==> src/rtl/cpu_pkg.sv <==
// Shared definitions for the 8-bit accumulator CPU: widths, opcodes, phase
// numbers and the controller run state.
package cpu_pkg;

  localparam int OPCODE_W = 3;
  localparam int PHASE_W  = 3;
  localparam int ADDR_W   = 5;

  localparam logic [OPCODE_W-1:0] OP_HLT = 3'd0;
  localparam logic [OPCODE_W-1:0] OP_SKZ = 3'd1;
  localparam logic [OPCODE_W-1:0] OP_ADD = 3'd2;
  localparam logic [OPCODE_W-1:0] OP_AND = 3'd3;
  localparam logic [OPCODE_W-1:0] OP_XOR = 3'd4;
  localparam logic [OPCODE_W-1:0] OP_LDA = 3'd5;
  localparam logic [OPCODE_W-1:0] OP_STO = 3'd6;
  localparam logic [OPCODE_W-1:0] OP_JMP = 3'd7;

  localparam logic [PHASE_W-1:0] PH_INST_ADDR  = 3'd0;
  localparam logic [PHASE_W-1:0] PH_INST_FETCH = 3'd1;
  localparam logic [PHASE_W-1:0] PH_INST_LOAD  = 3'd2;
  localparam logic [PHASE_W-1:0] PH_IDLE       = 3'd3;
  localparam logic [PHASE_W-1:0] PH_OP_ADDR    = 3'd4;
  localparam logic [PHASE_W-1:0] PH_OP_FETCH   = 3'd5;
  localparam logic [PHASE_W-1:0] PH_ALU_OP     = 3'd6;
  localparam logic [PHASE_W-1:0] PH_STORE      = 3'd7;

  typedef enum logic {
    RUNNING = 1'b0,
    HALTED  = 1'b1
  } run_state_t;

  // Instructions whose operand comes from memory through the ALU.
  function automatic logic is_alu_op(input logic [OPCODE_W-1:0] op);
    return (op == OP_ADD) || (op == OP_AND) || (op == OP_XOR) || (op == OP_LDA);
  endfunction

endpackage

==> src/rtl/cpu_phase_counter.sv <==
// Wrapping phase counter with a hold input and asynchronous active-high reset.
module cpu_phase_counter #(
  parameter int WIDTH = 3
) (
  input  logic             Clk,
  input  logic             Reset,
  input  logic             hold,
  output logic [WIDTH-1:0] count
);

  always_ff @(posedge Clk or posedge Reset) begin
    if (Reset)
      count <= '0;
    else if (!hold)
      count <= count + WIDTH'(1);
  end

endmodule

==> src/rtl/cpu_controller.sv <==
// Eight-phase control sequencer: phase counter plus sticky halt flag, with all
// datapath strobes decoded combinationally from phase, opcode and Zero.
module cpu_controller #(
  parameter int OPCODE_W = 3,
  parameter int PHASE_W  = 3
) (
  input  logic                Clk,
  input  logic                Reset,
  input  logic [OPCODE_W-1:0] Opcode,
  input  logic                Zero,
  output logic [PHASE_W-1:0]  Phase,
  output logic                Sel,
  output logic                Rd,
  output logic                Ld_ir,
  output logic                Inc_pc,
  output logic                Ld_pc,
  output logic                Ld_ac,
  output logic                Wr,
  output logic                Data_e,
  output logic                Halt
);

  import cpu_pkg::*;

  if (OPCODE_W != 3 || PHASE_W != 3) begin : g_bad_width
    $error("cpu_controller: OPCODE_W and PHASE_W must both be 3");
  end

  run_state_t state_q;
  run_state_t state_next;
  logic       alu_op;

  assign alu_op = is_alu_op(Opcode);

  // The counter holds on the same edge that enters HALTED, so Phase sticks at 4.
  cpu_phase_counter #(.WIDTH(PHASE_W)) u_phase (
    .Clk   (Clk),
    .Reset (Reset),
    .hold  (state_next == HALTED),
    .count (Phase)
  );

  always_ff @(posedge Clk or posedge Reset) begin
    if (Reset)
      state_q <= RUNNING;
    else
      state_q <= state_next;
  end

  always_comb begin
    state_next = state_q;
    if (state_q == RUNNING && Phase == PH_OP_ADDR && Opcode == OP_HLT)
      state_next = HALTED;
  end

  // Once halted only Halt stays up; Inc_pc must not repeat while frozen in phase 4.
  always_comb begin
    Sel    = 1'b0;
    Rd     = 1'b0;
    Ld_ir  = 1'b0;
    Inc_pc = 1'b0;
    Ld_pc  = 1'b0;
    Ld_ac  = 1'b0;
    Wr     = 1'b0;
    Data_e = 1'b0;
    Halt   = 1'b0;
    if (state_q == HALTED) begin
      Halt = 1'b1;
    end else begin
      case (Phase)
        PH_INST_ADDR: begin
          Sel = 1'b1;
        end
        PH_INST_FETCH: begin
          Sel = 1'b1;
          Rd  = 1'b1;
        end
        PH_INST_LOAD, PH_IDLE: begin
          Sel   = 1'b1;
          Rd    = 1'b1;
          Ld_ir = 1'b1;
        end
        PH_OP_ADDR: begin
          Inc_pc = 1'b1;
          Halt   = (Opcode == OP_HLT);
        end
        PH_OP_FETCH: begin
          Rd = alu_op;
        end
        PH_ALU_OP: begin
          Rd     = alu_op;
          Inc_pc = (Opcode == OP_SKZ) && Zero;
          Ld_pc  = (Opcode == OP_JMP);
          Data_e = (Opcode == OP_STO);
        end
        PH_STORE: begin
          Rd     = alu_op;
          Ld_ac  = alu_op;
          Ld_pc  = (Opcode == OP_JMP);
          Wr     = (Opcode == OP_STO);
          Data_e = (Opcode == OP_STO);
        end
        default: begin
        end
      endcase
    end
  end

endmodule

==> config.mk <==
export PLATFORM = sky130hd
export DESIGN_NAME = cpu_controller
export DESIGN_NICKNAME = d
export VERILOG_FILES = /design/src/rtl/cpu_pkg.sv /design/src/rtl/cpu_phase_counter.sv /design/src/rtl/cpu_controller.sv
export SDC_FILE = /design/constraint.sdc
export NUM_CORES = 1
export LEC_CHECK = 0
export BUFFER_PORTS_ARGS = -buffer_cell sky130_fd_sc_hd__buf_2
export CAP_MARGIN = 20
export CELL_PAD_IN_SITES_DETAIL_PLACEMENT = 1
export CELL_PAD_IN_SITES_GLOBAL_PLACEMENT = 1
export CORE_AREA = 8 8 45 47
export CTS_CLUSTER_DIAMETER = 80
export DETAILED_ROUTE_END_ITERATION = 16
export DIE_AREA = 0 0 53 55
export GPL_TIMING_DRIVEN = 0
export PLACE_DENSITY_LB_ADDON = 0.3
export SLEW_MARGIN = 0
export SYNTH_ARGS = -nofsm -noshare
export SYNTH_HDL_FRONTEND = slang
export SYNTH_SLANG_ARGS = --single-unit
==> constraint.sdc <==
create_clock -name Clk -period 4.1 [get_ports Clk]
set_input_delay 1.025 -clock Clk [delete_from_list [all_inputs] [get_ports Clk]]
set_output_delay 1.025 -clock Clk [all_outputs]
set_load 0.02 [all_outputs]
After elaboration in Yosys (flattened, before gate mapping)
Cells that the tools add are included.
- bits in registers: 4
- output and inout bits: 12
- word-level logic and storage cells: 50
- add/sub/neg operators: 1
- equal/unequal tests: 14
- mux-type cells: 19
- bitwise gates (word level): 1
- reduce and logical (&&, ||, !) cells: 13
- operators with widths (operator ; count):
    3-bit equality test, second input constant ; 8
    1-bit two-way mux ; 17
    3-bit by 2-bit equality test with 1-bit output, second input constant ; 4
    3-bit by 1-bit equality test with 1-bit output, second input constant ; 2
    3-bit logical NOT ; 2
    3-bit OR reduction ; 2
    1-bit case mux with 2 select lines ; 2
    2-bit OR reduction ; 2
    4-bit OR reduction ; 1
    3-bit by 1-bit adder with 3-bit output, second input constant ; 1
    1-bit logical AND ; 3
    1-bit logical OR ; 3
    1-bit NOT ; 1

Depth between registers and ports, before layout
- depth after elaboration: 6
- gate-level depth with buffers: 4

By module
From an unflattened synthesis, not the netlist that was laid out.
- cell total of the unflattened synthesis: 30
- area, all modules: 290.3 um2
- by module, submodules not included (module ; instances ; cells an instance ; area each (um2)):
    cpu_controller ; 1 ; 21 ; 152.6
    cpu_phase_counter ; 1 ; 9 ; 137.6

Worst setup path after synthesis
OpenSTA, ideal clock, no wires.
- path kind: in2out
- from: input Opcode[2]
- to: output Inc_pc
- arrival time: 2048 ps
- data required time: 3075 ps
- path slack: 1027 ps
- stages on the path: 3
- buffers on the path: 0
- cell sequence: nor3b_4 -> a41oi_1 -> nor4_1
- word-level cells in the longest chain between the ends: 4
- RTL lines (element ; RTL line ; RTL):
    start: declaration ; cpu_controller.sv:9 ; input logic [OPCODE_W-1:0] Opcode,
    3-bit by 1-bit equality test with 1-bit output ; cpu_controller.sv:92 ; Inc_pc = (Opcode == OP_SKZ) && Zero;
    1-bit logical AND ; cpu_controller.sv:92 ;
    1-bit case mux with 2 select lines ; cpu_controller.sv:70 ; case (Phase)
    1-bit two-way mux ; cpu_controller.sv:67 ; if (state_q == HALTED) begin
    end: declaration ; cpu_controller.sv:15 ; output logic Inc_pc,
No other way between the ends.

Worst setup path in the final report
Same ends and word-level chain as after synthesis.

==> summary.txt <==
Run status = finished clean
Worst Tran Pin Value = 0.409 ns
Period Utilization, post-route = 74.5%
Final Skew = 0.000796 ns
Met1 wire length = 456 um
Initial Util = 27.6%
Worst setup margin = 1.05 ns
Crit Path Class = primary input to output port
Placer Congestion = 0.699
Switching Fraction = 49.7%
Net Switching = 0.193 mW
DP Worst Slack = 1.06 ns
WHS Path Cells = 1
Number of global-route vias before repair = 417
PwrDens = 762 nW/um2
Share of cells above drive strength 1 = 36.5%
Worst EP required = 3.07 ns
CTS tree = built
Final Max Slew Viols = 0
Max-slew headroom = 72.7%
RSZ-0062 raised after global routing = false
Fin crit period = 3.05 ns
CP Launch Type = primary input
Yosys cell types = 18
R2r setup slk = 2.65 ns
Nets = 77
Worst Hold Class = flip-flop to flip-flop
CP arrival = 2.03 ns
CTS root buffer = clkbuf_4
Initial antenna violation count = 0
CTS H-Tree Depth = 1
Final antenna-violating net count = 0
Placed cell area = 487 um2
DRC = 0
First-pass GRT wire length = 1.77 mm
Dpl hpwl = 906 um
Leakage = 0.270 nW
Drt wl/cell = 13.0 um
Fin Setup TNS = 0 ns
Worst vdd ir = 0.276 mV
Filler Cell Count = 177
WHS Endpoint = u_phase.count[1]
Core ar. = 1380 um2
Clock sink count = 4
Reg2Reg Depth = 4
Starting DRT DRC Count = 6
Cell row count = 14
Die height = 55 um
Syn Inst Count = 43
DR vias = 373
Synthesized Nets = 55
CTS Buf Count = 3
Clock latency on the worst-skew pair = 0.23 ns
Buffers on Ports = 17
Clock group share of total power = 12.1%
Top Layer Used = met3
Die area = 2920 um2
# hold bufs at CTS = 0
CP max FO = 3
Post-Synthesis Mean Instance Area = 8.87 um2
Reg2reg start = u_phase.count[0]
Worst setup EP type = output port
Area grow syn2layout = 33.4%
Setup-failing EPs final = 0
Post-DR vias/cell = 4.72
# Post-CTS Setup Buffers = 0
Max_cap viols = 0
Yosys reg bits = 4
Io pins = 18
Largest net degree at the start of global routing = 9
Min Hold Slack = 0.615 ns
WL met2 = 548 um
Chip width = 53 um
Synth Cell Area = 382 um2
R2R Path End = u_phase.count[1]
Reg clk slew, reported paths = 0.04 ns
Total GRT Usage = 8.26%
Yosys warning count = 0
Wire length on met3 = 21 um
Min-delay src = u_phase.count[1]
Final Instance Area = 509 um2
Sequential share of power = 21.9%
Clk buf depth = 2
Post-Route WL = 1.03 mm
Ant diodes = 0
Combinational share of power = 65.9%
Drt first pass iters = 2
Internal = 0.195 mW
Achievable Freq = 327 MHz
GRT overflow = 0
CTS resizes = 0
Register area share after synthesis = 26.2%
Fin. Hold Viols = 0
==> critical path, stage by stage <==
cell	delay, ns
buf_2	0.13
nor3b_4	0.29
a41oi_1	0.16
nor4_1	0.20
buf_2	0.22
==> power by group through the flow <==
stage               sequential, mW  clock, mW  combinational [mW]
CTS                         0.0855     0.0494               0.263
global placement            0.0846          0               0.258
finish                      0.0851     0.0470               0.256
detailed placement          0.0859          0               0.262
global route                0.0887     0.0528               0.288
floorplan                   0.0982          0               0.172
==> worst max path at each step <==
stage | startpoint | endpoint | slack (ns) | depth (start not counted)
3_3_place_gp | Opcode[2] | Inc_pc | 1.06 | 5
6_report | Opcode[2] | Inc_pc | 1.05 | 5
3_5_place_dp | Opcode[2] | Inc_pc | 1.06 | 5
5_1_grt | Opcode[2] | Inc_pc | 1.0 | 5
4_1_cts | Opcode[2] | Inc_pc | 1.05 | 5
2_1_floorplan | Opcode[2] | Inc_pc | 1.03 | 3
==> per-layer routing <==
metal	up-vias	track usage, %
li1	187	-
met1	180	9.62
met2	6	13.7
met3	0	0.802
met4	0	6.47
met5	-	0
==> cells in the final DEF (no fill, tap or decap) <==
cell / Yosys / layout
clkbuf_4: 0 / 3
nand2b_1: 1 / 1
xnor2_1: 2 / 2
a31oi_4: 1 / 1
dfrtp_1: 4 / 4
ha_1: 6 / 6
a21oi_1: 2 / 2
a221oi_1: 1 / 1
mux2_4: 1 / 1
nor4_1: 3 / 3
nor2_1: 5 / 5
nor3_1: 2 / 2
nand2_1: 2 / 2
buf_2: 0 / 17
inv_1: 8 / 8
nand3_1: 1 / 1
a41oi_1: 1 / 1
nor3b_4: 1 / 1
clkbuf_1: 1 / 1
a31oi_1: 1 / 1
==> final cells by class <==
| class | instances | area [um2] | area share (%) |
|---|---|---|---|
| plain buffers | 1 | 3.75 | 0.737 |
| clock buffers | 3 | 22.5 | 4.42 |
| inverters | 8 | 30.0 | 5.90 |
| multi-input cells | 30 | 248 | 48.6 |
| flip-flops and latches | 4 | 100 | 19.7 |
| well taps | 16 | 20.0 | 3.93 |
| repair buffers | 17 | 85.1 | 16.7 |
==> logic make-up (layout without fill, tap and decap cells) <==
group / after synthesis / in the layout / share of synthesized area [%]
buf+inv: 9 / 29 / 8.85
simple gates: 15 / 15 / 22.3
compound gates: 6 / 6 / 14.4
flops: 4 / 4 / 26.2
xor+xnor: 2 / 2 / 4.59
mux: 1 / 1 / 3.93
fa+ha+maj: 6 / 6 / 19.7
==> flip-flops by register name, indices dropped and copies added (netlist names) <==
register	count
u_phase.count	3
state_q	1
==> synthesized netlist by cell type <==
library cell / n / area (um2)
xnor2_1: 2 / 17.5
inv_1: 8 / 30.0
clkbuf_1: 1 / 3.75
nor4_1: 3 / 18.8
nand3_1: 1 / 5.00
a41oi_1: 1 / 8.76
ha_1: 6 / 75.1
a31oi_1: 1 / 6.26
nand2_1: 2 / 7.51
a21oi_1: 2 / 10.0
a31oi_4: 1 / 21.3
nor2_1: 5 / 18.8
nor3_1: 2 / 10.0
nand2b_1: 1 / 6.26
a221oi_1: 1 / 8.76
mux2_4: 1 / 15.0
nor3b_4: 1 / 18.8
dfrtp_1: 4 / 100
==> through the flow <==
stage / total power [mW] / std cells / utilization (%)
6_report: 0.388 / 79 / 36.8
5_1_grt: 0.429 / 79 / 36.8
4_1_cts: 0.398 / 79 / 36.8
3_5_place_dp: 0.348 / 76 / 35.2
3_3_place_gp: 0.343 / 76 / 35.2
2_1_floorplan: 0.270 / 43 / -
Power figures use the tool's default switching activity.
